`src/rtl/pwm_capture.sv`:
```
// PWM period / high-time capture: synchronised input, edge detection, IDLE/HIGH/LOW measurement FSM.
// Define PWM_CAPTURE_GLITCH_FILTER_EN to add a 3-sample majority filter (adds 2 cycles of latency).
module pwm_capture #(
    parameter int CNT_W = 16
) (
    input  logic             clk,
    input  logic             rst,
    input  logic             capture_EN,
    input  logic             i_pwm,
    output logic [CNT_W-1:0] o_period,
    output logic [CNT_W-1:0] o_duty,
    output logic             o_valid,
    output logic             o_timeout
);

    typedef enum logic [1:0] {
        IDLE = 2'd0,
        HIGH = 2'd1,
        LOW  = 2'd2
    } state_t;

    localparam logic [CNT_W-1:0] CNT_MAX  = {CNT_W{1'b1}};
    localparam logic [CNT_W-1:0] CNT_ONE  = {{(CNT_W-1){1'b0}}, 1'b1};
    localparam logic [CNT_W-1:0] CNT_ZERO = {CNT_W{1'b0}};

    logic sync1_q, sync2_q;
    logic pwm_s;

    always_ff @(posedge clk or posedge rst) begin
        if (rst) begin
            sync1_q <= 1'b0;
            sync2_q <= 1'b0;
        end else begin
            sync1_q <= i_pwm;
            sync2_q <= sync1_q;
        end
    end

`ifdef PWM_CAPTURE_GLITCH_FILTER_EN
    logic tap1_q, tap2_q, filt_q;
    logic filt_d;

    // Majority over three consecutive synchronised samples rejects single-cycle pulses.
    always_comb begin
        filt_d = (sync2_q & tap1_q) | (sync2_q & tap2_q) | (tap1_q & tap2_q);
    end

    always_ff @(posedge clk or posedge rst) begin
        if (rst) begin
            tap1_q <= 1'b0;
            tap2_q <= 1'b0;
            filt_q <= 1'b0;
        end else begin
            tap1_q <= sync2_q;
            tap2_q <= tap1_q;
            filt_q <= filt_d;
        end
    end

    assign pwm_s = filt_q;
`else
    assign pwm_s = sync2_q;
`endif

    logic prev_q, rise_q, fall_q;
    logic rise_d, fall_d;

    always_comb begin
        rise_d = pwm_s & ~prev_q;
        fall_d = ~pwm_s & prev_q;
    end

    always_ff @(posedge clk or posedge rst) begin
        if (rst) begin
            prev_q <= 1'b0;
            rise_q <= 1'b0;
            fall_q <= 1'b0;
        end else begin
            prev_q <= pwm_s;
            rise_q <= rise_d;
            fall_q <= fall_d;
        end
    end

    state_t           state_q, state_d;
    logic [CNT_W-1:0] period_cnt_q, period_cnt_d;
    logic [CNT_W-1:0] high_cnt_q, high_cnt_d;
    logic [CNT_W-1:0] period_out_q, period_out_d;
    logic [CNT_W-1:0] duty_out_q, duty_out_d;
    logic             valid_q, valid_d;
    logic             timeout_q, timeout_d;

    always_comb begin
        state_d      = state_q;
        period_cnt_d = period_cnt_q;
        high_cnt_d   = high_cnt_q;
        period_out_d = period_out_q;
        duty_out_d   = duty_out_q;
        valid_d      = 1'b0;
        timeout_d    = timeout_q;

        if (!capture_EN) begin
            state_d      = IDLE;
            period_cnt_d = CNT_ZERO;
            high_cnt_d   = CNT_ZERO;
        end else begin
            unique case (state_q)
                IDLE: begin
                    period_cnt_d = CNT_ZERO;
                    high_cnt_d   = CNT_ZERO;
                    if (rise_q) begin
                        state_d      = HIGH;
                        period_cnt_d = CNT_ONE;
                        high_cnt_d   = CNT_ONE;
                    end
                end
                HIGH: begin
                    // Saturation is checked first so it overrides any coincident edge.
                    if (period_cnt_q == CNT_MAX) begin
                        state_d      = IDLE;
                        timeout_d    = 1'b1;
                        period_cnt_d = CNT_ZERO;
                        high_cnt_d   = CNT_ZERO;
                    end else if (fall_q) begin
                        state_d      = LOW;
                        period_cnt_d = period_cnt_q + CNT_ONE;
                    end else begin
                        period_cnt_d = period_cnt_q + CNT_ONE;
                        high_cnt_d   = high_cnt_q + CNT_ONE;
                    end
                end
                LOW: begin
                    if (period_cnt_q == CNT_MAX) begin
                        state_d      = IDLE;
                        timeout_d    = 1'b1;
                        period_cnt_d = CNT_ZERO;
                        high_cnt_d   = CNT_ZERO;
                    end else if (rise_q) begin
                        state_d      = HIGH;
                        period_out_d = period_cnt_q;
                        duty_out_d   = high_cnt_q;
                        valid_d      = 1'b1;
                        timeout_d    = 1'b0;
                        period_cnt_d = CNT_ONE;
                        high_cnt_d   = CNT_ONE;
                    end else begin
                        period_cnt_d = period_cnt_q + CNT_ONE;
                    end
                end
                default: begin
                    state_d      = IDLE;
                    period_cnt_d = CNT_ZERO;
                    high_cnt_d   = CNT_ZERO;
                end
            endcase
        end
    end

    always_ff @(posedge clk or posedge rst) begin
        if (rst) begin
            state_q      <= IDLE;
            period_cnt_q <= CNT_ZERO;
            high_cnt_q   <= CNT_ZERO;
            period_out_q <= CNT_ZERO;
            duty_out_q   <= CNT_ZERO;
            valid_q      <= 1'b0;
            timeout_q    <= 1'b0;
        end else begin
            state_q      <= state_d;
            period_cnt_q <= period_cnt_d;
            high_cnt_q   <= high_cnt_d;
            period_out_q <= period_out_d;
            duty_out_q   <= duty_out_d;
            valid_q      <= valid_d;
            timeout_q    <= timeout_d;
        end
    end

    assign o_period  = period_out_q;
    assign o_duty    = duty_out_q;
    assign o_valid   = valid_q;
    assign o_timeout = timeout_q;

endmodule
```
`config.mk`:
```
export PLATFORM = sky130hd
export DESIGN_NAME = pwm_capture
export DESIGN_NICKNAME = d
export VERILOG_FILES = /design/src/rtl/pwm_capture.sv
export SDC_FILE = /design/constraint.sdc
export NUM_CORES = 1
export LEC_CHECK = 0
export CORE_ASPECT_RATIO = 0.8
export CORE_MARGIN = 1.5
export CORE_UTILIZATION = 55
export CTS_CLUSTER_SIZE = 16
export DETAILED_ROUTE_END_ITERATION = 12
export GPL_ROUTABILITY_DRIVEN = 0
export PLACE_DENSITY_LB_ADDON = 0.1
export SLEW_MARGIN = 20
export SYNTH_ARGS = -nofsm -noshare
export SYNTH_HDL_FRONTEND = slang
export SYNTH_SLANG_ARGS = --single-unit
```
`constraint.sdc`:
```
create_clock -name clk -period 3.8 [get_ports clk]
set_clock_uncertainty 0.2 [all_clocks]
set_input_delay 1.14 -clock clk [delete_from_list [all_inputs] [get_ports clk]]
set_output_delay 1.14 -clock clk [all_outputs]
set_load 0.02 [all_outputs]
```
==> impl_metrics.json <==
{
  "crit_path_cell_trace": "clkdlybuf4s50_1 -> o41ai_4 -> nor2_4 -> buf_4 -> mux2_2",
  "tritoncts": "yes",
  "fin_setup_tns_ns": 0,
  "drt_first_pass_iters": 5,
  "p_clk_share_pct": 40.0,
  "grt_max_degree": 28,
  "n_antenna_cell": 0,
  "cp_slowest_cell": "clkdlybuf4s50_1",
  "postPlaceCellArea_um2": 3620,
  "worstPathArrival_ns": 2.96,
  "status": "complete, no violations",
  "power.internal_mw": 1.10,
  "start_util_pct": 57.8,
  "area_growth_syn_to_layout_pct": 19.3,
  "powerDensity_nw_per_um2": 371,
  "hold_buffers": 0,
  "grt_pass1_wl_um": 10200,
  "p_sw_uw": 314,
  "crit_type": "input pin to flop",
  "worst-path-buf-inv": 2,
  "vias": 2175,
  "synth_compound_area_share_pct": 6.23,
  "numClockSinks": 73,
  "numPortBuffers": 37,
  "drt_iter0_markers": 162,
  "stdcell_area_um2": 3810,
  "tightest_slew_ns": 0.850,
  "hold_viol_final": 0,
  "ant_nets": 0,
  "core_area_um2": 5530,
  "synthMuxAreaShare_pct": 11.6,
  "power.leakage_nw": 1.67,
  "critPathLaunchType": "input pin",
  "path_clk_slew_ns": 0.07,
  "clockRootBuffer": "clkbuf_8",
  "synthesis.instances": 266,
  "totalWireLength_um": 5800,
  "fin_nets": 315,
  "min_path_type": "flop to flop",
  "vdd_drop_max_uv": 267,
  "n_fill_cell": 416,
  "vias_per_cell": 5.56,
  "track_usage_pct": 21.5,
  "max_freq_mhz": 341,
  "avgRoutedWirePerCell_um": 14.8,
  "dieArea_um2": 6270,
  "drc": 0,
  "worstSetupEndpointType": "flop",
  "drive_above_1_share_pct": 17.9,
  "ys_types": 34,
  "ios": 38,
  "synth.net_count": 272,
  "yosys_warnings": 0,
  "synthAdderAreaFrac_pct": 0.784,
  "cts_resized": 0,
  "drv_slew": 0,
  "power_frac_seq_pct": 56.1,
  "max_cap_viol_count": 0,
  "rsz0062_at_grt": "no",
  "htreeDepth": 3,
  "cp_max_fo": 22,
  "antenna_found_initial": 0,
  "clockBufferDepth": 2,
  "dp_hpwl_um": 3930,
  "max_stage_delay_ns": 0.69,
  "die_h_um": 71.1,
  "synth.avg_cell_area_um2": 12.0,
  "rows": 24,
  "max_slew_margin_pct": 43.4,
  "switching_share_pct": 22.3,
  "layout_min_cycle_time_ns": 2.93,
  "grt_overflow_total": 0,
  "synth_xor_area_share_pct": 7.13,
  "insertion_delay_ns": 0.34,
  "finalCritPeriodShare_pct": 77.1,
  "synth_seq_cells": 73,
  "synth_top_family_by_area": "simple AND/OR/NAND/NOR gates",
  "setup_violations": 0,
  "die_width_um": 88.2,
  "seq_area_frac_synth_pct": 57.2,
  "holdWs_ns": 0.152,
  "cts_buffers": 9,
  "postCtsSetupRepairBufs": 0,
  "grt_pass1_vias": 2137,
  "synthSimpleGateAreaFrac_pct": 13.9,
  "power_frac_comb_pct": 3.9,
  "synthesis.area_um2": 3190,
  "path_delay_family": "buffers and inverters",
  "crit_required_ns": 3.83
}
## logic make-up after synthesis
family                   Yosys count
AO/OA/AOI/OAI                     27
AND/OR/NAND/NOR                   89
buffers and inverters             16
multiplexers                      33
XOR/XNOR                          26
adder cells (fa/ha/maj)            2
flip-flops                        73
## final cells by class
class | count | area [um2] | share of cell area (%)
Clock buffer | 11 | 131 | 3.45
Clock inverter | 4 | 45.0 | 1.18
Inverter | 7 | 26.3 | 0.690
Multi-Input combinational cell | 177 | 1280 | 33.6
Sequential cell | 73 | 1830 | 48.0
Tap cell | 78 | 97.6 | 2.56
Timing Repair Buffer | 41 | 400 | 10.5
## cell usage in the layout (no fill, tap or decap), drive strengths merged, types with 2 or more instances in the layout
cell type / count
a21oi: 4
and2: 2
inv: 7
and3: 3
nand3: 14
and4: 2
nand2: 11
o21ai: 9
nor3: 6
o2111ai: 4
xor2: 22
clkbuf: 11
clkinv: 3
nand4: 8
clkdlybuf4s50: 37
o31ai: 2
ha: 2
xnor2: 4
nor2: 36
nor2b: 4
mux2: 33
buf: 4
o211ai: 3
dfrtp: 73
## routing by layer
metal  wire [um]  global-route usage [%]  share of wire [%]  vias to the layer above
met1        2910                    31.7                 50                     1089
met4          72                    7.29                1.2                        0
met5           0                       0                  0                        -
met3         277                    7.35                4.8                        9
met2        2550                    29.9                 44                       60
li1            -                       -                  -                     1017
## worst paths after layout
check                                     start  slack (ns)  depth (start not counted)            end
worst max-delay path                 capture_EN        0.87                          5   o_period[11]
worst min-delay path                    sync1_q        0.15                          0          pwm_s
worst max register to register  period_cnt_q[0]        1.16                          6   o_period[11]
worst min register to register          sync1_q        0.15                          0          pwm_s
max in group asynchronous                   rst        1.74                          3         rise_q
min in group asynchronous                   rst        0.94                          2  high_cnt_q[3]
## power groups by stage
stage / combinational [mW] / clock, mW / sequential, mW
finish: 0.0545 / 0.565 / 0.792
CTS: 0.0544 / 0.579 / 0.792
global route: 0.0626 / 0.610 / 0.793
global placement: 0.0535 / 0 / 0.807
floorplan: 0.0395 / 0 / 0.806
detailed placement: 0.0540 / 0 / 0.807
## state kept, by name, summed over array words and instances, names as in the netlist
signal and count:
o_duty 16, o_valid 1, rise_q 1, high_cnt_q 16, fall_q 1, period_cnt_q 16, prev_q 1, pwm_s 1
sync1_q 1, state_q 2, o_period 16, o_timeout 1
## stage by stage
step           util (%)  instances  total power, mW  setup WS [ns]
4_1_cts            68.7        391             1.43          0.886
6_report           68.9        391             1.41          0.870
5_1_grt            68.9        391             1.47          0.802
3_5_place_dp       65.5        376            0.861          0.525
2_1_floorplan         -        266            0.845          0.607
3_3_place_gp       65.5        376            0.861          0.569
## cell usage after synthesis
cell type | n | area share, %
and4_1 | 2 | 0.55
nand2_1 | 11 | 1.3
xnor2_1 | 4 | 1.1
a31oi_1 | 1 | 0.20
nor2_4 | 1 | 0.35
clkbuf_1 | 2 | 0.24
a32o_1 | 1 | 0.31
nand3_1 | 14 | 2.2
nor4_1 | 1 | 0.20
o22ai_1 | 1 | 0.20
buf_4 | 2 | 0.47
nor2_1 | 35 | 4.1
nand4_1 | 7 | 1.4
mux2_2 | 33 | 12
nand4_4 | 1 | 0.67
nor3b_1 | 1 | 0.24
a21oi_1 | 4 | 0.63
ha_1 | 2 | 0.78
and3_1 | 3 | 0.59
inv_1 | 7 | 0.82
nor2b_1 | 4 | 0.78
dfrtp_1 | 73 | 57
nand2b_1 | 1 | 0.20
and2_1 | 2 | 0.39
o31ai_1 | 2 | 0.47
o21bai_2 | 1 | 0.35
o41ai_4 | 1 | 0.86
o211ai_1 | 3 | 0.71
xor2_1 | 22 | 6.0
clkbuf_2 | 1 | 0.16
buf_6 | 4 | 1.4
o21ai_0 | 9 | 1.4
nor3_1 | 6 | 0.94
o2111ai_1 | 4 | 1.1
Note: power is estimated with default switching activity, not from simulation.
